==> config.mk <==
export PLATFORM = sky130hd
export DESIGN_NAME = stack_cmd_sequencer
export DESIGN_NICKNAME = d
export VERILOG_FILES = /design/src/rtl/stack_cmd_sequencer.sv
export SDC_FILE = /design/constraint.sdc
export NUM_CORES = 1
export LEC_CHECK = 0
export ABC_AREA = 0
export BUFFER_PORTS_ARGS = -buffer_cell sky130_fd_sc_hd__buf_4
export CORE_ASPECT_RATIO = 0.7
export CORE_MARGIN = 3
export CORE_UTILIZATION = 52
export CTS_CLUSTER_DIAMETER = 120
export DETAILED_ROUTE_END_ITERATION = 8
export PLACE_DENSITY = 0.79
export RECOVER_POWER = 25
export REMOVE_ABC_BUFFERS = 1
export SETUP_SLACK_MARGIN = 0.15
export SLEW_MARGIN = 20
export SYNTH_ARGS = -nofsm -noshare
export SYNTH_HDL_FRONTEND = slang
export SYNTH_SLANG_ARGS = --single-unit
export TNS_END_PERCENT = 20
==> constraint.sdc <==
create_clock -name clk -period 2.3 [get_ports clk]
set_clock_uncertainty 0.2 [all_clocks]
set_input_delay 0.115 -clock clk [delete_from_list [all_inputs] [get_ports clk]]
set_output_delay 0.115 -clock clk [all_outputs]
set_load 0.005 [all_outputs]
==> src/rtl/stack_cmd_sequencer.sv <==
// RPN token sequencer driving a stack unit: one command per token, final value popped on end.
// Latency 3 cycles/token with an immediate response; tok_ready drops while a command is outstanding.
module stack_cmd_sequencer #(
    parameter int          DEPTH   = 8,
    parameter int          TIMEOUT = 15,
    parameter logic [2:0]  OP_PUSH = 3'b101,
    parameter logic [2:0]  OP_ADD  = 3'b011,
    parameter logic [2:0]  OP_POP  = 3'b100
) (
    input  logic       clk,
    input  logic       rst,
    input  logic       tok_valid,
    output logic       tok_ready,
    input  logic       tok_is_op,
    input  logic       tok_end,
    input  logic [7:0] tok_data,
    output logic [7:0] s_in,
    output logic [2:0] s_op,
    output logic       s_apply,
    input  logic [7:0] s_tail,
    input  logic       s_empty,
    input  logic       s_valid,
    output logic       res_valid,
    output logic [7:0] res_data,
    output logic       res_err,
    output logic       busy
);

    localparam int DW = $clog2(DEPTH + 1);
    localparam int CW = $clog2(TIMEOUT + 1);

    typedef enum logic [2:0] {
        IDLE   = 3'd0,
        ISSUE  = 3'd1,
        WAIT   = 3'd2,
        REPORT = 3'd3,
        ERR    = 3'd4,
        DRAIN  = 3'd5
    } state_t;

    state_t        state, state_nxt;
    logic [DW-1:0] depth;
    logic [CW-1:0] cnt;
    logic [2:0]    op_q;
    logic [7:0]    in_q;
    logic [7:0]    tail_q;
    logic [7:0]    res_hold;
    logic          end_q;

    always_comb begin
        state_nxt = state;
        tok_ready = 1'b0;
        case (state)
            IDLE: begin
                tok_ready = 1'b1;
                if (tok_valid) begin
                    if (tok_end)
                        state_nxt = (depth == DW'(1)) ? ISSUE : ERR;
                    else if (tok_is_op)
                        state_nxt = (depth >= DW'(2)) ? ISSUE : ERR;
                    else
                        state_nxt = (depth < DW'(DEPTH)) ? ISSUE : ERR;
                end
            end
            ISSUE: state_nxt = WAIT;
            WAIT: begin
                // a response arriving on the last counted cycle still wins over the timeout
                if (s_valid) begin
                    if (op_q == OP_POP)
                        state_nxt = s_empty ? ERR : REPORT;
                    else
                        state_nxt = IDLE;
                end else if (cnt == CW'(TIMEOUT)) begin
                    state_nxt = ERR;
                end
            end
            REPORT: state_nxt = IDLE;
            ERR:    state_nxt = end_q ? IDLE : DRAIN;
            DRAIN: begin
                tok_ready = 1'b1;
                if (tok_valid && tok_end)
                    state_nxt = IDLE;
            end
            default: state_nxt = IDLE;
        endcase
        if (rst)
            tok_ready = 1'b0;
    end

    always_ff @(posedge clk) begin
        if (rst) begin
            state    <= IDLE;
            depth    <= '0;
            cnt      <= '0;
            op_q     <= 3'b000;
            in_q     <= 8'h00;
            tail_q   <= 8'h00;
            res_hold <= 8'h00;
            end_q    <= 1'b0;
        end else begin
            state <= state_nxt;
            case (state)
                IDLE: begin
                    if (tok_valid) begin
                        end_q <= tok_end;
                        if (state_nxt == ISSUE) begin
                            if (tok_end) begin
                                op_q <= OP_POP;
                            end else if (tok_is_op) begin
                                op_q <= OP_ADD;
                            end else begin
                                op_q <= OP_PUSH;
                                in_q <= tok_data;
                            end
                        end
                    end
                end
                ISSUE: cnt <= '0;
                WAIT: begin
                    if (s_valid) begin
                        if (op_q == OP_PUSH) begin
                            depth <= depth + DW'(1);
                        end else begin
                            depth <= depth - DW'(1);
                            if (op_q == OP_POP)
                                tail_q <= s_tail;
                        end
                    end else if (cnt != CW'(TIMEOUT)) begin
                        cnt <= cnt + CW'(1);
                    end
                end
                REPORT: begin
                    depth    <= '0;
                    res_hold <= tail_q;
                end
                ERR: res_hold <= 8'h00;
                default: ;
            endcase
            if (state_nxt == ERR)
                depth <= '0;
        end
    end

    assign s_op      = op_q;
    assign s_in      = in_q;
    assign s_apply   = (state == ISSUE);
    assign busy      = (state != IDLE);
    assign res_valid = (state == REPORT) || (state == ERR);
    assign res_err   = (state == ERR);
    assign res_data  = (state == REPORT) ? tail_q :
                       (state == ERR)    ? 8'h00  : res_hold;

endmodule

### Word-level counts from Yosys, hierarchy flattened

Index checks and enable logic that the tools add are counted.

* bits of input ports: 23
* bits in registers: 39
* word-level logic and storage cells: 72
* output and inout port bits: 24

* bitwise operators: 3
* reductions and logical operators: 15
* magnitude comparators: 2
* $add $sub $neg: 3
* muxes and demuxes: 26
* equality and inequality tests: 15

Operators with widths (number)
* 2-to-1 mux 3 bit: 14
* 2-to-1 mux 4 bit: 4
* 2-to-1 mux 8 bit: 2
* one-hot mux 4 bit (2 select lines): 2
* one-hot mux 8 bit (2 select lines): 1
* == test 3 bit (second input constant): 5
* one-hot mux 3 bit (5 select lines): 1
* adder 4 x 1 -> 4 bit (second input constant): 2
* == test 3 x 1 -> 1 bit (second input constant): 2
* == test 3 x 2 -> 1 bit (second input constant): 2
* != test 2 bit (second input constant): 3
* AND reduction 3 bit: 2
* nonzero test 2 bit: 3
* AND reduction 5 bit: 1
* == test 4 x 1 -> 1 bit (second input constant): 1
* == test 4 bit (second input constant): 1
* greater-or-equal comparator 4 x 2 -> 1 bit (second input constant): 1
* less-than comparator 4 bit (second input constant): 1
* != test 4 bit (second input constant): 1
* AND reduction 2 bit: 2
* AND reduction 4 bit: 1
* OR reduction 2 bit: 2
* subtractor 4 x 1 -> 4 bit (second input constant): 1
* zero test 3 bit: 1
* other kinds (5): 8

### Longest topological paths before layout

* depth in word-level cells: 8
* depth in mapped cells: 6

### Worst setup path after synthesis

No wires, ideal clock.

* path kind: reg-to-reg
* start point: register state[2]
* end point: register in_q[7], in the netlist s_in[7]
* setup slack: 0.258 ns
* data arrival time: 1.724 ns
* period minus slack after synthesis: 2.042 ns
* cell stages (with the launch flop): 7
* path buffers: 2
* cell sequence: dfxtp_1 -> buf_6 -> or4b_4 -> or4_4 -> buf_6 -> mux2i_1 -> nor2_1

* cells in the longest elaborated chain, start to end: 5
* elaborated cells between the ends (all ways): 12

Ends and longest elaborated chain
* start: declaration: RTL line 41 `state_t state, state_nxt;`
* start signal: assignment: RTL line 101 `state <= state_nxt;`
* 2-to-1 mux 3 bit: RTL line 73 `end else if (cnt == CW'(TIMEOUT)) begin`
* 2-to-1 mux 3 bit: RTL line 68 `if (s_valid) begin`
* one-hot mux 3 bit (5 select lines): RTL line 53 `case (state)`
* == test 3 x 1 -> 1 bit: RTL line 106 `if (state_nxt == ISSUE) begin`
* AND reduction 5 bit (no source line) *
* end signal: assignment: RTL line 113 `in_q <= tok_data;`
* end: declaration: RTL line 45 `logic [7:0] in_q;`

Every way passes the cells marked *; elsewhere a longest branch is shown, timed or not.
A chain may end at the register's enable or synchronous reset.

### Worst setup path in the final report

* start point: register state[2]
* end point: output port res_data[3]

* cells in the longest elaborated chain, start to end: 3
* elaborated cells between the ends (all ways): 4

Ends and longest elaborated chain
* == test 3 bit: RTL line 151 `(state == ERR) ? 8'h00 : res_hold;`
* 2-to-1 mux 8 bit: RTL line 151
* 2-to-1 mux 8 bit *: RTL line 150 `assign res_data = (state == REPORT) ? tail_q :`
* end: declaration: RTL line 24 `output logic [7:0] res_data,`

Marked as above.

==> impl_results.md <==
- Routed length per instance: 15.2 um
- Share of layout cells above drive strength 1: 0.253
- Chip width: 77.0 um
- Required @ worst endpoint: 1990 ps
- Clock buffer depth: 2
- Most used DFF post-synth: dfxtp_1
- H-tree levels: 2
- First-pass GRT wire length: 7.64 mm
- Vias in the first global route: 1625
- CTS Buf Count: 5
- Max VDD drop: 0.000509 V
- DRC: 0
- Synth-to-Final Area Change: 37.8%
- Vias/cell: 5.43
- Leak: 1.19 nW
- DIE AREA: 0.00429 mm2
- CTS tree: done
- Least-Margin Pin Slew: 713 ps
- Final WS setup: 151 ps
- Fillers: 217
- Routed Antenna Nets: 0
- Max Slew Vio Count: 0
- Core Region: 0.00325 mm2
- Nets: 288
- Worst min path class: in2reg
- Total gr overflow: 0
- Mapped Avg Cell Area: 9.42 um2
- Biggest area consumer among synthesized cells: dfxtp_1
- Crit path capture type: output port
- # rows: 17
- Warnings, synthesis: 0
- Register bit total from synthesis: 39
- N_diodes: 0
- Most frequent cells in the layout: 41 x buf_4, 38 x dfxtp_1, 26 x nor2_1, 21 x mux2i_1, 17 x dlygate4sd3_1
- Port Buffer Count: 46
- Clock power share: 0.410
- I/O pins: 47
- Share of synthesized registers carrying an async set or reset: 0
- Outcome: completed
- Distinct cells, synth: 43
- Largest net degree at the start of global routing: 37
- Total clock sinks: 39
- Commonest non-fill, non-tap cell in the layout: buf_4
- Drt first-iter violations: 162
- Max frequency: 465 MHz
- Post-synthesis cell count: 195
- Worst rel slew slack: 0.523
- Clk_lat worst skew: 300 ps
- Initial antenna violation count: 0
- RSZ-0062 raised after global routing: true
- Switch Pwr: 0.000383 W
- Clk Tree Root Cell: clkbuf_8
- Setup-failing EPs final: 0
- Number of max-cap violations: 0
- Worst setup SP type: flop
- Cell area after synthesis: 0.00184 mm2
- Switching Fraction: 0.233
- Share of Yosys cell area claimed by the top area cell type: 0.425
- Final hold violations: 0
- Final Critical Period: 2150 ps
- Period utilization: 0.935
- Flop pwr share: 0.439
- Dpl ws: 170 ps
- Sequential area share after synthesis: 0.425
- Detailed-route via count: 1673
- Crit Path Max Fanout: 11
- Clk slew on worst S/H paths: 80 ps
- Setup tns final: 0 ps
- Starting density of the core: 0.564
- P_int: 0.00126 W
- Post-detail-place hpwl: 3.20 mm
- Post-Layout Cell Count: 308
- CP arrival: 1830 ps
- Overall routing resource usage: 0.223
- Comb pwr share: 0.150
- Die height: 55.7 um
- Type of the worst setup path: reg2out
- Post-Route WL: 4.68 mm
- Post-synth EDFFs: 0
- Final core utilization: 0.778
- DP Cell Count: 280
- TritonRoute pass-1 iters: 4
- Final Wtd Congestion: 0.791
- Synth area leaders: dfxtp_1 43%, mux2i_1 11%, nor2_1 5.3%
- PwrDens: 649 mW/mm2
## through the flow
step / total power, W / hold WS (ps) / instance area (um2)
final: 0.00164 / 11.7 / 2530
after global placement: 0.000947 / 145 / 2200
after detailed placement: 0.000956 / 155 / 2200
after CTS: 0.00164 / 4.68 / 2510
after global routing: 0.00170 / 23.8 / 2530
after floorplan: 0.000841 / -15.9 / 1780
## area by class of cell
class	instances	area, um2	share of cell area
Multi-Input combinational cell	140	982	0.388
Sequential cell	39	782	0.309
Timing Repair Buffer	69	557	0.220
Clock buffer	6	72.6	0.0287
Clock inverter	2	60.1	0.0237
Tap cell	47	58.8	0.0232
Inverter	5	18.8	0.00741
## state kept, by name, summed over array words and instances (netlist names)
| signal | count |
|---|---|
| cnt | 4 |
| depth | 4 |
| end_q | 1 |
| res_hold | 8 |
| s_in | 8 |
| s_op | 3 |
| state | 3 |
| tail_q | 8 |
## synthesized netlist by cell type (3+ instances only)
library cell and instances:
dfxtp_1 39, nor2_1 26, mux2i_1 21, nor2b_1 12, a22o_1 8, clkbuf_1 7, o21ai_0 6, a21oi_1 5
ha_1 5, inv_1 5, nand3_1 5, nand2_1 4, a31oi_1 3, nand2b_1 3, nand4_1 3, nor3_1 3
or3_1 3, xor2_1 3
## kinds of logic after synthesis
| family | share of synthesized area |
|---|---|
| flip-flops | 0.425 |
| AND/OR/NAND/NOR | 0.243 |
| adder cells (fa/ha/maj) | 0.0341 |
| multiplexers | 0.114 |
| AO/OA/AOI/OAI | 0.123 |
| XOR/XNOR | 0.0191 |
| buffers and inverters | 0.0422 |
## final timing paths
| path | startpoint | end | slack (ps) | depth (start not counted) |
|---|---|---|---|---|
| min | rst | s_in[4] | 10 | 2 |
| max reg2reg | state[2] | s_in[5] | 180 | 4 |
| min reg2reg | end_q | end_q | 290 | 2 |
| max | state[2] | res_data[3] | 150 | 5 |
## worst max-delay path, cell delays in order, from the launching register on
cell and delay (ps):
dfxtp_1 510, nor3b_1 400, nor2_1 90, buf_4 180
a22o_1 210, buf_4 140
## repair_timing
action,in CTS,in global routing
gates resized for setup,0,3
endpoints found under the setup margin,0,22
buffers inserted,0,3
endpoints found under the hold margin,18,0
hold buffers,17,0
## per-layer routing
metal,GRT usage,vias to the layer above,share of wire
met2,0.357,60,0.46
met1,0.291,783,0.46
met4,0.0787,0,0.014
met5,0,-,0
li1,-,824,-
met3,0.0566,6,0.064
## power by group through the flow
stage	clock, W	sequential [W]	combinational [W]
2_1_floorplan	0	0.000733	0.000108
3_3_place_gp	0	0.000733	0.000214
3_5_place_dp	0	0.000736	0.000220
4_1_cts	0.000679	0.000720	0.000246
5_1_grt	0.000709	0.000726	0.000269
6_report	0.000675	0.000722	0.000247
(Power assumes the default switching activity.)
